<file path="config.mk">
export PLATFORM = sky130hd
export DESIGN_NAME = cla_4
export DESIGN_NICKNAME = d
export VERILOG_FILES = /design/src/rtl/cla_pkg.sv /design/src/rtl/cla_4_carry_unit.sv /design/src/rtl/cla_4.sv
export SDC_FILE = /design/constraint.sdc
export NUM_CORES = 1
export LEC_CHECK = 0
export CAP_MARGIN = 20
export CORE_AREA = 2 2 39 41
export DETAILED_ROUTE_END_ITERATION = 8
export DIE_AREA = 0 0 41 43
export PLACE_DENSITY = 0.49
export SETUP_SLACK_MARGIN = 0.15
export SLEW_MARGIN = 30
export SYNTH_ARGS = -nofsm -noshare
export SYNTH_HDL_FRONTEND = slang
export SYNTH_HIERARCHICAL = 1
export SYNTH_SLANG_ARGS = --single-unit
</file>
<file path="constraint.sdc">
create_clock -name clk -period 0.8 [get_ports clk]
set_input_delay 0.08 -clock clk [delete_from_list [all_inputs] [get_ports clk]]
set_output_delay 0.08 -clock clk [all_outputs]
set_load 0.01 [all_outputs]
</file>
<file path="src/rtl/cla_pkg.sv">
// rtl/cla_pkg.sv - shared width, types and g/p formation for the 4-bit lookahead adder
package cla_pkg;

  localparam int CLA_W = 4;

  typedef logic [CLA_W-1:0] cla_nib_t;

  typedef struct packed {
    logic [CLA_W-1:0] g;
    logic [CLA_W-1:0] p;
  } cla_pg_t;

  // Per-bit generate/propagate; propagate is XOR so it doubles as the half-sum.
  function automatic cla_pg_t cla_form_pg(input cla_nib_t a, input cla_nib_t b);
    cla_pg_t pg;
    pg.g = a & b;
    pg.p = a ^ b;
    return pg;
  endfunction

endpackage

</file>
<file path="src/rtl/cla_4_carry_unit.sv">
// rtl/cla_4_carry_unit.sv - flat two-level lookahead carries; group pg/gg under CLA4_GROUP_PG_EN
module cla_4_carry_unit
  import cla_pkg::*;
(
  input  logic [3:0] i_g,
  input  logic [3:0] i_p,
  input  logic       i_cin,
  output logic [4:1] o_c
`ifdef CLA4_GROUP_PG_EN
  ,
  output logic       o_pg,
  output logic       o_gg
`endif
);

  // Each carry is a single sum-of-products from g/p/cin, never from a lower carry.
  assign o_c[1] = i_g[0]
                | (i_p[0] & i_cin);
  assign o_c[2] = i_g[1]
                | (i_p[1] & i_g[0])
                | (i_p[1] & i_p[0] & i_cin);
  assign o_c[3] = i_g[2]
                | (i_p[2] & i_g[1])
                | (i_p[2] & i_p[1] & i_g[0])
                | (i_p[2] & i_p[1] & i_p[0] & i_cin);
  assign o_c[4] = i_g[3]
                | (i_p[3] & i_g[2])
                | (i_p[3] & i_p[2] & i_g[1])
                | (i_p[3] & i_p[2] & i_p[1] & i_g[0])
                | (i_p[3] & i_p[2] & i_p[1] & i_p[0] & i_cin);

`ifdef CLA4_GROUP_PG_EN
  // Group terms exclude cin so an upper lookahead level can combine them.
  assign o_pg = i_p[3] & i_p[2] & i_p[1] & i_p[0];
  assign o_gg = i_g[3]
              | (i_p[3] & i_g[2])
              | (i_p[3] & i_p[2] & i_g[1])
              | (i_p[3] & i_p[2] & i_p[1] & i_g[0]);
`endif

endmodule

</file>
<file path="src/rtl/cla_4.sv">
// rtl/cla_4.sv - 4-bit carry-lookahead adder, registered outputs; optional pg/gg via CLA4_GROUP_PG_EN
module cla_4
  import cla_pkg::*;
(
  output logic [3:0] sum,
  output logic       cout,
  input  logic [3:0] a,
  input  logic [3:0] b,
  input  logic       cin,
  input  logic       clk,
  input  logic       rst_n
`ifdef CLA4_GROUP_PG_EN
  ,
  output logic       pg,
  output logic       gg
`endif
);

  cla_pg_t     w_pg;
  logic [4:1]  w_c;
  cla_nib_t    w_sum;
  cla_nib_t    r_sum;
  logic        r_cout;

  assign w_pg  = cla_form_pg(a, b);
  assign w_sum = w_pg.p ^ {w_c[3:1], cin};

`ifdef CLA4_GROUP_PG_EN
  logic w_grp_p;
  logic w_grp_g;
  logic r_pg;
  logic r_gg;

  cla_4_carry_unit u_carry (
    .i_g   (w_pg.g),
    .i_p   (w_pg.p),
    .i_cin (cin),
    .o_c   (w_c),
    .o_pg  (w_grp_p),
    .o_gg  (w_grp_g)
  );

  always_ff @(posedge clk or negedge rst_n) begin
    if (!rst_n) begin
      r_pg <= 1'b0;
      r_gg <= 1'b0;
    end else begin
      r_pg <= w_grp_p;
      r_gg <= w_grp_g;
    end
  end

  assign pg = r_pg;
  assign gg = r_gg;
`else
  cla_4_carry_unit u_carry (
    .i_g   (w_pg.g),
    .i_p   (w_pg.p),
    .i_cin (cin),
    .o_c   (w_c)
  );
`endif

  always_ff @(posedge clk or negedge rst_n) begin
    if (!rst_n) begin
      r_sum  <= '0;
      r_cout <= 1'b0;
    end else begin
      r_sum  <= w_sum;
      r_cout <= w_c[4];
    end
  end

  assign sum  = r_sum;
  assign cout = r_cout;

endmodule

</file>
Word level (Yosys, flattened, before mapping):

Cells that the tools add are included.

* register bits: 5
* input bits: 11
* logic and storage cells: 31

* bitwise gates (word level): 29

Operator list (count)
* 1-bit AND: 16
* 1-bit OR: 10
* 4-bit bitwise XOR: 2
* 4-bit AND: 1

Depth between registers and ports, before layout:

* depth after elaboration: 6
* depth in mapped cells: 5
* mapped depth without buffers: 5

By module:

The synthesis kept the hierarchy.

Modules (own cells, without submodules)
* cla_4: instances 1, cells an instance 13, area each 210.2 µm²
* cla_4_carry_unit: instances 1, cells an instance 5, area each 38.8 µm²

Least setup slack after synthesis:

No wires, ideal clock.

* path type: in2reg
* start point: input a[0]
* end point: register r_sum[3] (netlist: sum[3])
* setup time: 123 ps
* arrival: 1083 ps
* path slack: -406 ps
* stages: 5
* buffers on the path: 0
* path through: ha_1 a21o_1 a21o_1 a21o_1 xor2_1

* word-level cells in the longest chain between the ends: 5
* elaborated cells on any way between the ends: 8
* those cells by class: bitwise (8)

Ends and longest elaborated chain
* start, declared: RTL line cla_4.sv:7 `input logic [3:0] a,`
* 4-bit AND or 4-bit bitwise XOR (tied branches): RTL line cla_pkg.sv:16, cla_pkg.sv:17
* 1-bit AND (on tied branches): RTL line cla_4_carry_unit.sv:24, cla_4_carry_unit.sv:25
* 1-bit OR or 1-bit AND (tied branches): RTL line cla_4_carry_unit.sv:24, cla_4_carry_unit.sv:25
* 1-bit OR (*): RTL line cla_4_carry_unit.sv:25 `| (i_p[2] & i_p[1] & i_p[0] & i_cin);`
* named net w_c, one bit: RTL line cla_4.sv:20 `logic [4:1] w_c;`
* 4-bit bitwise XOR (*): RTL line cla_4.sv:26 `assign w_sum = w_pg.p ^ {w_c[3:1], cin};`
* named net w_sum[3]: RTL line cla_4.sv:21 `cla_nib_t w_sum;`
* end signal, assigned: RTL line cla_4.sv:69 `r_sum <= w_sum;`
* end, declared: RTL line cla_4.sv:22 `cla_nib_t r_sum;`

The timed path passes the listed nets; every way through them passes the cells marked *.

==> results <==
## placed cells by master, fill, tap and decap left out, types with 3 or more instances in the layout
cell           netlist  routed
dfrtp_1              5       5
dlygate4sd2_1        0       5
buf_6                0       4
clkbuf_4             0       3
a21o_1               4       4
ha_4                 0       4
buf_2                0       4
buf_4                0       8
xor2_1               4       4
## layer usage
metal	part of all wire, %	vias up
met2	55	8
met5	0	-
met1	37	104
li1	-	120
met4	2.2	0
met3	6.5	2
## per-stage QoR
stage	power, W	TNS [ns]	hold WS [ns]	worst slack, ns
finish	0.0009000	-0.3638	0.05375	-0.1449
CTS	0.0008922	-0.3720	0.05158	-0.1763
floorplan	0.0004195	-0.5279	-0.2156	-0.2564
global placement	0.0005971	-3.446	0.3074	-0.7813
global route	0.0009653	-0.5737	0.06869	-0.1915
detailed placement	0.0006038	-3.536	0.3097	-0.7981
## power groups by stage
| stage | clock network (W) | logic (W) | registers [W] |
|---|---|---|---|
| floorplan | 0 | 0.0000802 | 0.000339 |
| global placement | 0 | 0.000286 | 0.000311 |
| detailed placement | 0 | 0.000291 | 0.000312 |
| CTS | 0.000300 | 0.000285 | 0.000307 |
| global route | 0.000309 | 0.000343 | 0.000313 |
| finish | 0.000283 | 0.000307 | 0.000309 |
## cell families (layout without fill, tap and decap cells)
kind of cell / Yosys count / count (layout)
XOR/XNOR: 4 / 4
buffers and inverters: 0 / 28
flip-flops: 5 / 5
AO/OA/AOI/OAI: 5 / 5
adder cells (fa/ha/maj): 4 / 4
## Yosys cell counts
library cell / number
ha_1: 4
dfrtp_1: 5
a31o_1: 1
xor2_1: 4
a21o_1: 4
## state kept, by name (all words and copies together), names as in the netlist
signal  count
sum         4
cout        1
## timing repair
action                                  4_1_cts  5_1_grt
buffers inserted                              4        1
gates resized for setup                      42        3
pin swaps                                    10        6
endpoints found under the setup margin       10       10
hold endpoints to repair                      0        0
cloned                                        0        0
hold buffers                                  0        0
## cell type report
class                           instances  area [um^2]  share of cell area [%]
Timing Repair Buffer                   24        193.9                   35.96
Sequential cell                         5        125.1                   23.20
Multi-Input combinational cell         13        173.9                   32.25
Tap cell                               16        20.02                   3.712
Clock buffer                            4        26.28                   4.872
## worst max-delay path by stage
stage,start,cells after the start,endpoint
6_report,a[0],6,sum[3]$_DFF_PN0_
5_1_grt,a[0],6,sum[3]$_DFF_PN0_
4_1_cts,b[0],6,sum[3]$_DFF_PN0_
3_5_place_dp,a[0],6,sum[3]$_DFF_PN0_
3_3_place_gp,a[0],6,sum[3]$_DFF_PN0_
2_1_floorplan,a[0],5,sum[3]$_DFF_PN0_
==> impl_metrics.toml <==
[grt]
met3_usage_pct = 0.5236
grt_pass1_wl_um = 1069
grt_pass1_vias = 260
grt_max_degree = 6
gr-usage-all-layers_pct = 9.658
overflow = 0
antenna_found_initial = 0
use_met1_pct = 10.36
gr-usage-met2_pct = 14.06
grt.busiest_layer = "met2"

[setup_path]
worst_setup_path_start_kind = "input port"
required_ns = 0.92
crit_path_end_kind = "flip-flop"
path_class = "in2reg"
crit_chain = "buf_6 -> ha_4 -> a21o_1 -> a21o_1 -> a21o_1 -> xor2_1"
cpPeakStageDelay_ns = 0.22
cp_top_family = "compound AO/OA/AOI/OAI gates"
arrival_ns = 1.07
crit_buf_inv = 1
cpMaxStageDelayCell = "ha_4"
crit_fanout = 3
cp_common_cell = "a21o_1"

[die]
rows = 14
die_width_um = 41
chipHeight_um = 43
core_area_mm2 = 0.001384
ioPinCount = 16
dieArea_mm2 = 0.001763
initial_core_util_pct = 17.99

[sta]
finalSetupViolCount = 4
slew_headroom_pct = 86.00
fmaxAchievable_mhz = 1058
worst_pin_slew_ns = 0.2094
fin_crit_ns = 0.9449
rsz0062_at_grt = "true"
hold_violations = 0
setup_slack_ns = -0.1449
finalCritPeriodShare_pct = 118.1
finalMaxSlewViolations = 0

[power]
pwr-share-comb_pct = 34.1
p_switching_w = 0.0002248
vdd_ir_drop_max_uv = 441.8
p_leak_nw = 0.2748
seqPwrFrac_pct = 34.4
pwr-share-clk_pct = 31.5
intPower_w = 0.0006752
p_per_area_mw_per_mm2 = 1669
swShare_pct = 24.98

[logic_synthesis]
yosys.area_share.simple_pct = 0
syn_nets = 33
synth_top_area_share_pct = 50.25
netlist_instances = 18
syn_area_um2 = 249.0
synth_top_family_by_area = "adder cells"
synthTopCellsByArea = "dfrtp_1 (50%), ha_1 (20%), xor2_1 (14%)"
synth_compound_area_share_pct = 15.58
yosys_warnings = 6
synthMuxAreaShare_pct = 0
ys_seq_area_share_pct = 50.25
synth-seq-cells = 5
synth_cell_types = 5
syn_avg_cell_area_um2 = 13.83
synth_area_leader_cell = "dfrtp_1"
synth_xor_xnor_area_share_pct = 14.07
synthAdderAreaFrac_pct = 20.10

[drt]
dr.pass1.iters = 1
drc = 0
viasPerCell = 3.774
vias = 234
wirelength_um = 635
wl_per_cell_um = 10.24
drt_iter0_drc = 0
postRouteAntennaNets = 0

[clocking]
htree_levels = 1
cts.path.max_buffers = 2
cts_tree = "built"
clock-sinks = 5
cts_root_buf = "clkbuf_4"
cts_inserted_buffers = 3
clkSlewWorstSetupHoldPaths_ns = 0.04

[placement]
hpwlAfterDp_um = 463
place_area_um2 = 461.7
place_inst = 53
io_buffer_count = 15
routabilityCongestion = 0.6394

[layout]
final_area_um2 = 539.3
fin_cells = 62
postLayoutCoreUtil_pct = 38.97
drive_above_1_share_pct = 52.17
syn_to_final_growth_pct = 116.6
n_antenna_cell = 0
nFillCells = 138
nets = 62

[flow_run]
maxCapViolCount = 0

[worst_hold_path]
hp-class = "in2async"

[status]
outcome = "finished with violations"
violations = "negative setup slack"
(Power assumes the default switching activity.)
==> patch (same settings) <==
Build with the macro `CLA4_GROUP_PG_EN` defined.
--- a/src/rtl/cla_4_carry_unit.sv
+++ b/src/rtl/cla_4_carry_unit.sv
@@ -1,4 +1,6 @@
 // rtl/cla_4_carry_unit.sv - flat two-level lookahead carries; group pg/gg under CLA4_GROUP_PG_EN
+`define CLA4_GROUP_PG_EN
+
 module cla_4_carry_unit
   import cla_pkg::*;
 (
Behaviour (old outputs only; new: gg and pg): unchanged (Yosys induction, for registers that start in step).
==> patch against the unedited design <==
Area after synthesis increased by 35%; cell area increased by 22%; wire length increased by 17%; via count increased by 37%; highest routed layer is now met3; sequential cell count increased by 2; total power increased by 27%; the flow still finishes with violations (setup timing); setup slack improved by 130 ps; largest cell class is now multi-input gates; largest power group unchanged; global-route usage increased by 1.0 points.
==> patch: results (changes against the unedited design) <==
| Metric | Value |
|---|---|
| Outcome | finished with violations |
| Failing checks | setup timing |
| Post-Synth XOR/XNOR Area | 10.4% (-3.6 points) |
| First-pass GRT wire length | 1.27 mm (+19%) |
| Final-layout non-clock buffer area share | 30.9% (-5.0 points) |
| DP Cell Count | 67 (+26%) |
| PwrDens | 1730 nW/um^2 (+3.9%) |
| Post-synth top cells | dfrtp_1 (7), ha_1 (4), xor2_1 (4) |
| Met1 Track Usage GR | 12.4% (+2.1 points) |
| DPL Wire Length | 567 um (+22%) |
| P_leak | 0.000311 uW (+13%) |
| Final setup fails | 6 (+2) |
| Non-Filler Instances | 73 (+18%) |
| Sequential share of the synthesized area | 52.2% (+2.0 points) |
| Synth Area per Inst | 11.6 um^2 (-16%) |
| Setup TNS | -55.7 ps (+308 ps) |
| Synth Net Count | 44 (+33%) |
| Number of global-route vias before repair | 337 (+30%) |
| Adder-Cell Fraction of Synth Area | 14.9% (-5.2 points) |
| Sequential cells | 7 (+2) |
| Met3 Wirelength | 37 um (-9.8%) |
| Compound-Gate Fraction of Synth Area | 11.6% (-4.0 points) |
| Worst setup margin | -14.9 ps (+130 ps) |
| Area after DPL | 612 um^2 (+33%) |
| Slowest CP cell | dfrtp_1 |
| VDD IR max | 0.000473 V (+7.1%) |
| Top Family by Delay on Critical Path | flip-flops |
| Fillers | 130 (-5.8%) |
| Synthesized cell area | 335 um^2 (+35%) |
| CP startpoint kind | register |
| ClkCell Share | 3.98% (-0.89 points) |
| DRT met1 WL | 296 um (+28%) |
| Non-clk invs | 2 (+2) |
| Num CTS Buffers | 3 (unchanged) |
| Max reg flops | 4 (unchanged) |
| Routed via count | 320 (+37%) |
| Share of layout cells above drive strength 1 | 61.4% (+9.2 points) |
| IO buf count | 17 (+2) |
| Largest cells by area after synthesis | dfrtp_1 (52%), ha_1 (15%), xor2_1 (10%), nand3_1 (4.5%), a21oi_1 (3.0%) |
| GR Util met2 | 15.6% (+1.6 points) |
| Met2 WL | 409 um (+18%) |
| Synth unique cells | 14 (+9) |
| Largest net degree at the start of global routing | 8 (+2) |
| Final GP Congestion | 0.723 (+13%) |
| GRT Total Usage | 10.7% (+1.0 points) |
| H-tree lvl count | 1 (unchanged) |
| Routed len/inst | 10.2 um (-0.76%) |
| Crit-path max FO | 1 (-2) |
| Multi-input gates | 20 (+7) |
| Multi-input gate area | 226 um^2 (+30%) |
| Slowest stage delay, CP | 370 ps (+150 ps) |
| DR top layer | met3 |
| Pin slew with the least headroom to its limit | 291 ps (+81.8 ps) |
| Seq/total area | 26.6% (+3.4 points) |
| Worst setup EP type | output port |
| Met3 Track Usage GR | 0% (-0.52 points) |
| Crit path DAT | 730 ps (-340 ps) |
==> patch: cell types whose count changed after synthesis, sizes merged, moves of 2 or more <==
cell	delta
a21o	-3
nand3	+3
a21oi	+3
dfrtp	+2
inv	+2
==> patch: through the flow <==
stage               setup slack, ps  hold WS (ps)
floorplan                     -99.6          -216
global placement               -617           341
detailed placement             -624           348
CTS                           -31.0          80.1
global route                  -41.5           101
finish                        -14.9          83.0
==> patch: repair_timing <==
action                     CTS  global route
buffers inserted             2             0
pin swaps                   11             6
gates resized for setup     70             6
setup endpoints to repair   14            11
==> patch: final timing paths <==
path,slack [ps],from,end,cells past startpoint
max in group asynchronous,490,rst_n,sum[0]$_DFF_PN0_,1
max,-10,sum[2]$_DFF_PN0_,sum[2],1
min in group clk,190,a[3],gg$_DFF_PN0_,4
min,80,rst_n,sum[3]$_DFF_PN0_,1
==> patch: where the power goes <==
group,leakage (uW),switching (uW),internal [uW],total [uW]
combinational,0.000211,166,246,412
sequential,0.0000845,19.7,409,429
clock,0.0000150,114,189,303
